==> config.mk <==
export PLATFORM = sky130hd
export DESIGN_NAME = mem_arbiter_flat
export DESIGN_NICKNAME = d
export VERILOG_FILES = /design/src/rtl/mem_arbiter_if.sv /design/src/rtl/mem_arbiter.sv /design/src/flat_wrapper.sv
export SDC_FILE = /design/constraint.sdc
export NUM_CORES = 1
export LEC_CHECK = 0
export ABC_AREA = 1
export CAP_MARGIN = 10
export CORE_UTILIZATION = 35
export DETAILED_ROUTE_END_ITERATION = 8
export GPL_TIMING_DRIVEN = 0
export PLACE_DENSITY = 0.73
export SYNTH_ARGS = -nofsm -noshare
export SYNTH_HDL_FRONTEND = slang
export SYNTH_SLANG_ARGS = --single-unit
==> constraint.sdc <==
create_clock -name clk -period 1.35 [get_ports clk]
set_clock_uncertainty 0.2 [all_clocks]
set_input_delay 0.27 -clock clk [delete_from_list [all_inputs] [get_ports clk]]
set_output_delay 0.27 -clock clk [all_outputs]
set_load 0.05 [all_outputs]
==> src/rtl/mem_arbiter_if.sv <==
// Bus bundle between the two requesters, the arbiter and the data memory.
interface mem_arbiter_if #(
  parameter int ADDR_W = 5,
  parameter int DATA_W = 8
);
  logic              req0;
  logic              req1;
  logic              we0;
  logic              we1;
  logic [ADDR_W-1:0] addr0;
  logic [ADDR_W-1:0] addr1;
  logic [DATA_W-1:0] wdata0;
  logic [DATA_W-1:0] wdata1;
  logic              ack0;
  logic              ack1;
  logic [DATA_W-1:0] rdata0;
  logic [DATA_W-1:0] rdata1;
  logic              busy;
  logic              owner;
  logic [ADDR_W-1:0] mem_address;
  logic [DATA_W-1:0] mem_data_in;
  logic              mem_read_write;
  logic [DATA_W-1:0] mem_data_out;

  // Requester/memory side of the bundle.
  modport master (
    output req0, req1, we0, we1, addr0, addr1, wdata0, wdata1, mem_data_out,
    input  ack0, ack1, rdata0, rdata1, busy, owner, mem_address, mem_data_in, mem_read_write
  );

  // Arbiter side of the bundle.
  modport slave (
    input  req0, req1, we0, we1, addr0, addr1, wdata0, wdata1, mem_data_out,
    output ack0, ack1, rdata0, rdata1, busy, owner, mem_address, mem_data_in, mem_read_write
  );
endinterface

==> src/rtl/mem_arbiter.sv <==
// Two-port round-robin arbiter that serialises requests onto a single-port memory.
// Each access takes IDLE -> ACCESS -> RESP; the ack is a registered one-cycle pulse in RESP.
module mem_arbiter #(
  parameter int ADDR_W = 5,
  parameter int DATA_W = 8
) (
  input logic          clk,
  input logic          reset,
  mem_arbiter_if.slave bus
);

  typedef enum logic [1:0] {
    StIdle   = 2'd0,
    StAccess = 2'd1,
    StResp   = 2'd2
  } state_e;

  state_e            state_q, state_d;
  logic              prio_q, prio_d;
  logic              owner_q, owner_d;
  logic              we_q, we_d;
  logic [ADDR_W-1:0] addr_q, addr_d;
  logic [DATA_W-1:0] wdata_q, wdata_d;
  logic [DATA_W-1:0] rdata0_q, rdata0_d;
  logic [DATA_W-1:0] rdata1_q, rdata1_d;
  logic              ack0_q, ack0_d;
  logic              ack1_q, ack1_d;

  // State and datapath registers; reset wins over any pending update, including prio in RESP.
  always_ff @(posedge clk) begin
    if (reset) begin
      state_q  <= StIdle;
      prio_q   <= 1'b0;
      owner_q  <= 1'b0;
      we_q     <= 1'b0;
      addr_q   <= '0;
      wdata_q  <= '0;
      rdata0_q <= '0;
      rdata1_q <= '0;
      ack0_q   <= 1'b0;
      ack1_q   <= 1'b0;
    end else begin
      state_q  <= state_d;
      prio_q   <= prio_d;
      owner_q  <= owner_d;
      we_q     <= we_d;
      addr_q   <= addr_d;
      wdata_q  <= wdata_d;
      rdata0_q <= rdata0_d;
      rdata1_q <= rdata1_d;
      ack0_q   <= ack0_d;
      ack1_q   <= ack1_d;
    end
  end

  // Next-state logic: grant in IDLE, capture read data and raise ack in ACCESS, rotate in RESP.
  always_comb begin
    logic grant;
    grant    = 1'b0;
    state_d  = state_q;
    prio_d   = prio_q;
    owner_d  = owner_q;
    we_d     = we_q;
    addr_d   = addr_q;
    wdata_d  = wdata_q;
    rdata0_d = rdata0_q;
    rdata1_d = rdata1_q;
    ack0_d   = 1'b0;
    ack1_d   = 1'b0;
    unique case (state_q)
      StIdle: begin
        if (bus.req0 || bus.req1) begin
          // Tie goes to prio; otherwise the lone requester wins.
          grant   = (bus.req0 && bus.req1) ? prio_q : bus.req1;
          owner_d = grant;
          we_d    = grant ? bus.we1    : bus.we0;
          addr_d  = grant ? bus.addr1  : bus.addr0;
          wdata_d = grant ? bus.wdata1 : bus.wdata0;
          state_d = StAccess;
        end
      end
      StAccess: begin
        if (!we_q) begin
          if (owner_q) rdata1_d = bus.mem_data_out;
          else         rdata0_d = bus.mem_data_out;
        end
        if (owner_q) ack1_d = 1'b1;
        else         ack0_d = 1'b1;
        state_d = StResp;
      end
      StResp: begin
        prio_d  = ~owner_q;
        state_d = StIdle;
      end
      default: state_d = StIdle;
    endcase
  end

  // Memory strobe is only asserted while the granted write is in ACCESS.
  assign bus.mem_read_write = (state_q == StAccess) && we_q;
  assign bus.mem_address    = addr_q;
  assign bus.mem_data_in    = wdata_q;
  assign bus.busy           = (state_q != StIdle);
  assign bus.owner          = owner_q;
  assign bus.ack0           = ack0_q;
  assign bus.ack1           = ack1_q;
  assign bus.rdata0         = rdata0_q;
  assign bus.rdata1         = rdata1_q;

endmodule

==> src/flat_wrapper.sv <==
// flat-port wrapper written by rule: the top's interface ports become plain ports
module mem_arbiter_flat 
#(
  parameter int ADDR_W = 5,
  parameter int DATA_W = 8
)
  (clk, reset, bus_req0, bus_req1, bus_we0, bus_we1, bus_addr0, bus_addr1, bus_wdata0, bus_wdata1, bus_mem_data_out, bus_ack0, bus_ack1, bus_rdata0, bus_rdata1, bus_busy, bus_owner, bus_mem_address, bus_mem_data_in, bus_mem_read_write);
  mem_arbiter_if #(.ADDR_W(ADDR_W), .DATA_W(DATA_W)) bus_i ();
  input logic clk;
  input logic reset;
  input wire logic [$bits(bus_i.req0)-1:0] bus_req0;
  input wire logic [$bits(bus_i.req1)-1:0] bus_req1;
  input wire logic [$bits(bus_i.we0)-1:0] bus_we0;
  input wire logic [$bits(bus_i.we1)-1:0] bus_we1;
  input wire logic [$bits(bus_i.addr0)-1:0] bus_addr0;
  input wire logic [$bits(bus_i.addr1)-1:0] bus_addr1;
  input wire logic [$bits(bus_i.wdata0)-1:0] bus_wdata0;
  input wire logic [$bits(bus_i.wdata1)-1:0] bus_wdata1;
  input wire logic [$bits(bus_i.mem_data_out)-1:0] bus_mem_data_out;
  output wire logic [$bits(bus_i.ack0)-1:0] bus_ack0;
  output wire logic [$bits(bus_i.ack1)-1:0] bus_ack1;
  output wire logic [$bits(bus_i.rdata0)-1:0] bus_rdata0;
  output wire logic [$bits(bus_i.rdata1)-1:0] bus_rdata1;
  output wire logic [$bits(bus_i.busy)-1:0] bus_busy;
  output wire logic [$bits(bus_i.owner)-1:0] bus_owner;
  output wire logic [$bits(bus_i.mem_address)-1:0] bus_mem_address;
  output wire logic [$bits(bus_i.mem_data_in)-1:0] bus_mem_data_in;
  output wire logic [$bits(bus_i.mem_read_write)-1:0] bus_mem_read_write;
  assign bus_i.req0 = bus_req0;
  assign bus_i.req1 = bus_req1;
  assign bus_i.we0 = bus_we0;
  assign bus_i.we1 = bus_we1;
  assign bus_i.addr0 = bus_addr0;
  assign bus_i.addr1 = bus_addr1;
  assign bus_i.wdata0 = bus_wdata0;
  assign bus_i.wdata1 = bus_wdata1;
  assign bus_i.mem_data_out = bus_mem_data_out;
  assign bus_ack0 = bus_i.ack0;
  assign bus_ack1 = bus_i.ack1;
  assign bus_rdata0 = bus_i.rdata0;
  assign bus_rdata1 = bus_i.rdata1;
  assign bus_busy = bus_i.busy;
  assign bus_owner = bus_i.owner;
  assign bus_mem_address = bus_i.mem_address;
  assign bus_mem_data_in = bus_i.mem_data_in;
  assign bus_mem_read_write = bus_i.mem_read_write;
  mem_arbiter #(.ADDR_W(ADDR_W), .DATA_W(DATA_W)) u_core (.clk(clk), .reset(reset), .bus(bus_i));
endmodule
## Word-level counts from Yosys, hierarchy flattened

Cells that the tools add are included.

- Output and inout bits: 34
- Flip-flop bits (word level): 36
- Input port bits: 40
- Logic and storage cells: 33

- Reduce and logical (&&, ||, !) cells: 9
- Eq/ne operators: 3
- Muxes and demuxes: 8
- Bitwise logic cells: 3

Operators by type and width:

| operator | number |
|---|---|
| 8-bit two-way mux | 1 |
| 3-bit AND reduction | 2 |
| 5-bit two-way mux | 1 |
| 1-bit two-way mux | 4 |
| 2-bit one-hot mux with 2 select lines | 1 |
| 1-bit inverter | 3 |
| 2-bit by 1-bit == test with 1-bit output (second input constant) | 1 |
| 2-bit == test (second input constant) | 1 |
| 1-bit logical AND | 2 |
| 2-bit logical NOT | 1 |
| 2-bit two-way mux | 1 |
| 2-bit by 1-bit inequality test with 1-bit output (second input constant) | 1 |
| 2-bit AND reduction | 1 |
| 2-bit nonzero test | 1 |
| 2-bit OR reduction | 1 |
| 1-bit logical OR | 1 |

## Logic depth before layout (Yosys ltp)

- Depth after elaboration: 3
- Gate-level depth with buffers: 7
- Depth with buffers taken out: 6

## Least setup slack after synthesis

No wires, ideal clock.

- Path type: register to output
- Start point: reg u_core.we_q
- End point: out bus_mem_read_write
- Cell stages (with the launch flop): 3
- Required time: 0.880 ns
- Data arrival time: 1.290 ns
- Setup slack: -0.410 ns
- Path buffers: 0
- Cell sequence: dfxtp_1 -> clkinv_1 -> nor2_1

- Longest elaborated chain between the ends: 1

Ends and longest elaborated chain:

| what | RTL line | text |
|---|---|---|
| start: declaration | mem_arbiter.sv:21 | `logic we_q, we_d;` |
| start signal: assignment | mem_arbiter.sv:46 | `we_q <= we_d;` |
| 1-bit logical AND | mem_arbiter.sv:100 | `assign bus.mem_read_write = (state_q == StAccess) && we_q;` |
| end: declaration | flat_wrapper.sv:28 | `output wire logic [$bits(bus_i.mem_read_write)-1:0] bus_mem_read_write;` |

Every way passes these cells.

## Worst setup path after layout

- Start point: reg u_core.state_q[1]
- End point: out bus_busy

- Longest elaborated chain between the ends: 1

Ends and longest elaborated chain:

| what | RTL line | text |
|---|---|---|
| start: declaration | mem_arbiter.sv:18 | `state_e state_q, state_d;` |
| start signal: assignment | mem_arbiter.sv:32 | `state_q <= StIdle;` |
| start signal: assignment | mem_arbiter.sv:43 | `state_q <= state_d;` |
| 2-bit nonzero test | mem_arbiter.sv:103 | `assign bus.busy = (state_q != StIdle);` |
| end: declaration | flat_wrapper.sv:24 | `output wire logic [$bits(bus_i.busy)-1:0] bus_busy;` |

Every way passes these cells.

==> flow_summary.json <==
{
  "status": "finished with violations",
  "violations": "negative setup slack",
  "path_cells": "inv_4 -> buf_6 -> nand2_4 -> buf_8",
  "cts_max_level": 2,
  "die_w_um": 73.0,
  "yosysUniqueCellTypes": 23,
  "synth_area_leaders": "dfxtp_1 41%, nor2_1 13%, nand2_1 11%",
  "reg2reg_slack_ns": -0.06,
  "fmax_mhz": 673,
  "vdd_drop_max_mv": 0.503,
  "cts.clk_slew.worst_paths_ns": 0.07,
  "area_growth_pct": 61.1,
  "avgSynthCellArea_sq_um": 6.60,
  "wl_met1_mm": 2.05,
  "vias": 1916,
  "endpoint": "bus_busy",
  "setup_violations": 11,
  "r2r-start": "u_core.state_q[1]$_SDFFE_PP0P_",
  "drt-initial-drc-count": 52,
  "drive_gt1_frac": 0.270,
  "n_fill_cell": 492,
  "hpwl_mm": 3.33,
  "synth_top_flop_cell": "dfxtp_1",
  "clock_path_buffers": 2,
  "pwr_density_cell_nw_per_um2": 1110,
  "hp-class": "in -> reg",
  "synth.top_cell.area_share": 0.409,
  "wl_met3_um": 374,
  "seq_area_sq_um": 733,
  "hold_buffers": 0,
  "grt-ovfl-total": 0,
  "yosysMostFrequentCell": "nor2_1",
  "crit_start": "u_core.state_q[1]$_SDFFE_PP0P_",
  "cap_violations": 0,
  "required_ns": 0.88,
  "crit_arrival_ns": 1.02,
  "synth_area_sq_um": 1760,
  "slowest_delay_ns": 0.36,
  "ys_seq_elements": 36,
  "cts_buffers": 5,
  "synth_common_cells": "63 x nor2_1, 52 x nand2_1, 39 x inv_1, 36 x dfxtp_1, 16 x nand3_1",
  "worst_slew_pin_slew_ns": 0.241,
  "place.gp.congestion": 0.779,
  "grt_antenna_before_repair": 0,
  "drc": 0,
  "crit_slowest_cell": "dfxtp_4",
  "clock_latency_ns": 0.28,
  "multi_input_area_sq_um": 871,
  "p_leak_nw": 1.37,
  "synthCells": 267,
  "slew_headroom": 0.839,
  "routed_via_density": 4.50,
  "cp_max_fo": 3,
  "min_period_over_period": 1.10,
  "clock-root-buffer": "clkbuf_8",
  "die_h_um": 73.0,
  "tritoncts": "built",
  "r2r-end": "u_core.bus.mem_address[3]$_SDFFE_PP0P_",
  "detail-route-antenna-nets": 0,
  "async_reset_ff_frac": 0,
  "setup_ws_ns": -0.136,
  "die_area_sq_um": 5320,
  "finalHoldViolCount": 0,
  "wl_per_cell_um": 11.0,
  "io-pin-count": 74,
  "totalWireLength_mm": 4.69,
  "synth_edf_count": 0,
  "routed.top_layer": "met4",
  "wl_met2_mm": 2.18,
  "fin_area_sq_um": 2840,
  "rsz0062_at_grt": "true",
  "final_max_slew_viol_count": 0,
  "critPathBufInv": 3,
  "grt_pass1_wl_mm": 7.45,
  "initial_core_util": 0.368,
  "critical_path_class": "reg -> out",
  "cp-end-kind": "output pin",
  "drtPass1Iterations": 4,
  "grt_max_degree": 11,
  "grt_usage": 0.185,
  "row_count": 25,
  "cp.depth": 4,
  "cp-start-kind": "flop",
  "seq_area_frac_synth": 0.409,
  "holdWs_ns": 0.0587,
  "yosys.area.top_type": "dfxtp_1",
  "placed_cell_area_sq_um": 2590,
  "port_buffers": 73,
  "fin_nets": 399,
  "r2r_cells": 7,
  "crit_family": "flip-flops",
  "syn_nets": 307,
  "ys_warn_count": 0,
  "grt_pass1_vias": 1692,
  "min_period_ns": 1.49,
  "clock-sinks": 36,
  "core_sq_um": 4790,
  "insertedDiodeCount": 0
}
## registers in the layout, summed over array words and instances, names as in the netlist, 2 cells and up
register	count
u_core.bus.rdata1	8
u_core.bus.mem_address	5
u_core.bus.rdata0	8
u_core.bus.mem_data_in	8
u_core.state_q	2
## area by class of cell
class	instances	area share
multi-input cells	176	0.307
repair buffers	85	0.275
flip-flops and latches	36	0.258
inverters	43	0.0621
plain buffers	12	0.0344
clock buffers	7	0.0339
well taps	67	0.0295
## layout by cell type, fill, tap and decap left out, types with 2 or more instances in the layout
master           synthesis  routed
nor2_1                  63      58
nand2_1                 52      48
inv_1                   39      39
clkdlybuf4s50_1          0      36
buf_4                    1      34
dfxtp_1                 36      32
nand3_1                 16      16
a21oi_1                 15      13
buf_6                    4      11
clkbuf_4                 0       8
nand4_1                  8       8
nor2_2                   5       7
clkbuf_8                 0       7
nand2_4                  1       6
nor2_4                   2       5
o21ai_1                  0       5
o21ai_0                  9       4
a21oi_2                  1       3
dfxtp_4                  0       3
buf_2                    3       2
dlygate4sd2_1            0       2
## worst min path at each step
stage / startpoint / end / slack [ns] / cells past startpoint
finish: reset / u_core.bus.owner$_SDFFE_PP0P_ / 0.06 / 2
CTS: u_core.bus.rdata1[3]$_SDFFE_PP0P_ / u_core.bus.rdata1[3]$_SDFFE_PP0P_ / 0.28 / 2
floorplan: reset / u_core.bus.owner$_SDFFE_PP0P_ / 0.13 / 1
global placement: u_core.bus.rdata0[0]$_SDFFE_PP0P_ / u_core.bus.rdata0[0]$_SDFFE_PP0P_ / 0.26 / 2
detailed placement: u_core.bus.rdata0[6]$_SDFFE_PP0P_ / u_core.bus.rdata0[6]$_SDFFE_PP0P_ / 0.27 / 2
global route: reset / u_core.bus.owner$_SDFFE_PP0P_ / 0.08 / 2
## what timing repair did
action                                  4_1_cts  5_1_grt
pin swaps                                     3       13
setup buffers                                10        1
cloned                                        1        0
resized for setup                           220       39
hold endpoints to repair                      0        0
endpoints found under the setup margin       65       39
## per-layer routing
metal  track usage  vias up
li1              -      995
met1         0.210      840
met2         0.320       70
met3        0.0608       11
met4        0.0719        0
met5             0        -
## where the power goes
part / internal [W] / switching, W / leakage, nW
clock network: 0.000454 / 0.000371 / 0.0503
logic: 0.000437 / 0.000673 / 1.02
registers: 0.00115 / 0.0000541 / 0.298
total: 0.00204 / 0.00110 / 1.37
## kinds of logic (layout without fill, tap and decap cells)
kind of cell	count (synthesis)	count (layout)	share of synthesized area
AND/OR/NAND/NOR	150	150	0.372
buffers and inverters	55	147	0.141
flip-flops	36	36	0.409
AO/OA/AOI/OAI	26	26	0.0781
## per-stage QoR
stage,setup TNS [ns],util,cells,total power [W],worst slack [ns]
3_3_place_gp,-21.47,0.541,407,0.00224,-0.764
2_1_floorplan,-0.0786,-,267,0.00189,-0.0786
6_report,-0.694,0.593,426,0.00314,-0.136
3_5_place_dp,-21.93,0.541,407,0.00225,-0.783
5_1_grt,-1.72,0.593,426,0.00331,-0.180
4_1_cts,-0.821,0.571,425,0.00312,-0.156
Power figures use the tool's default switching activity.
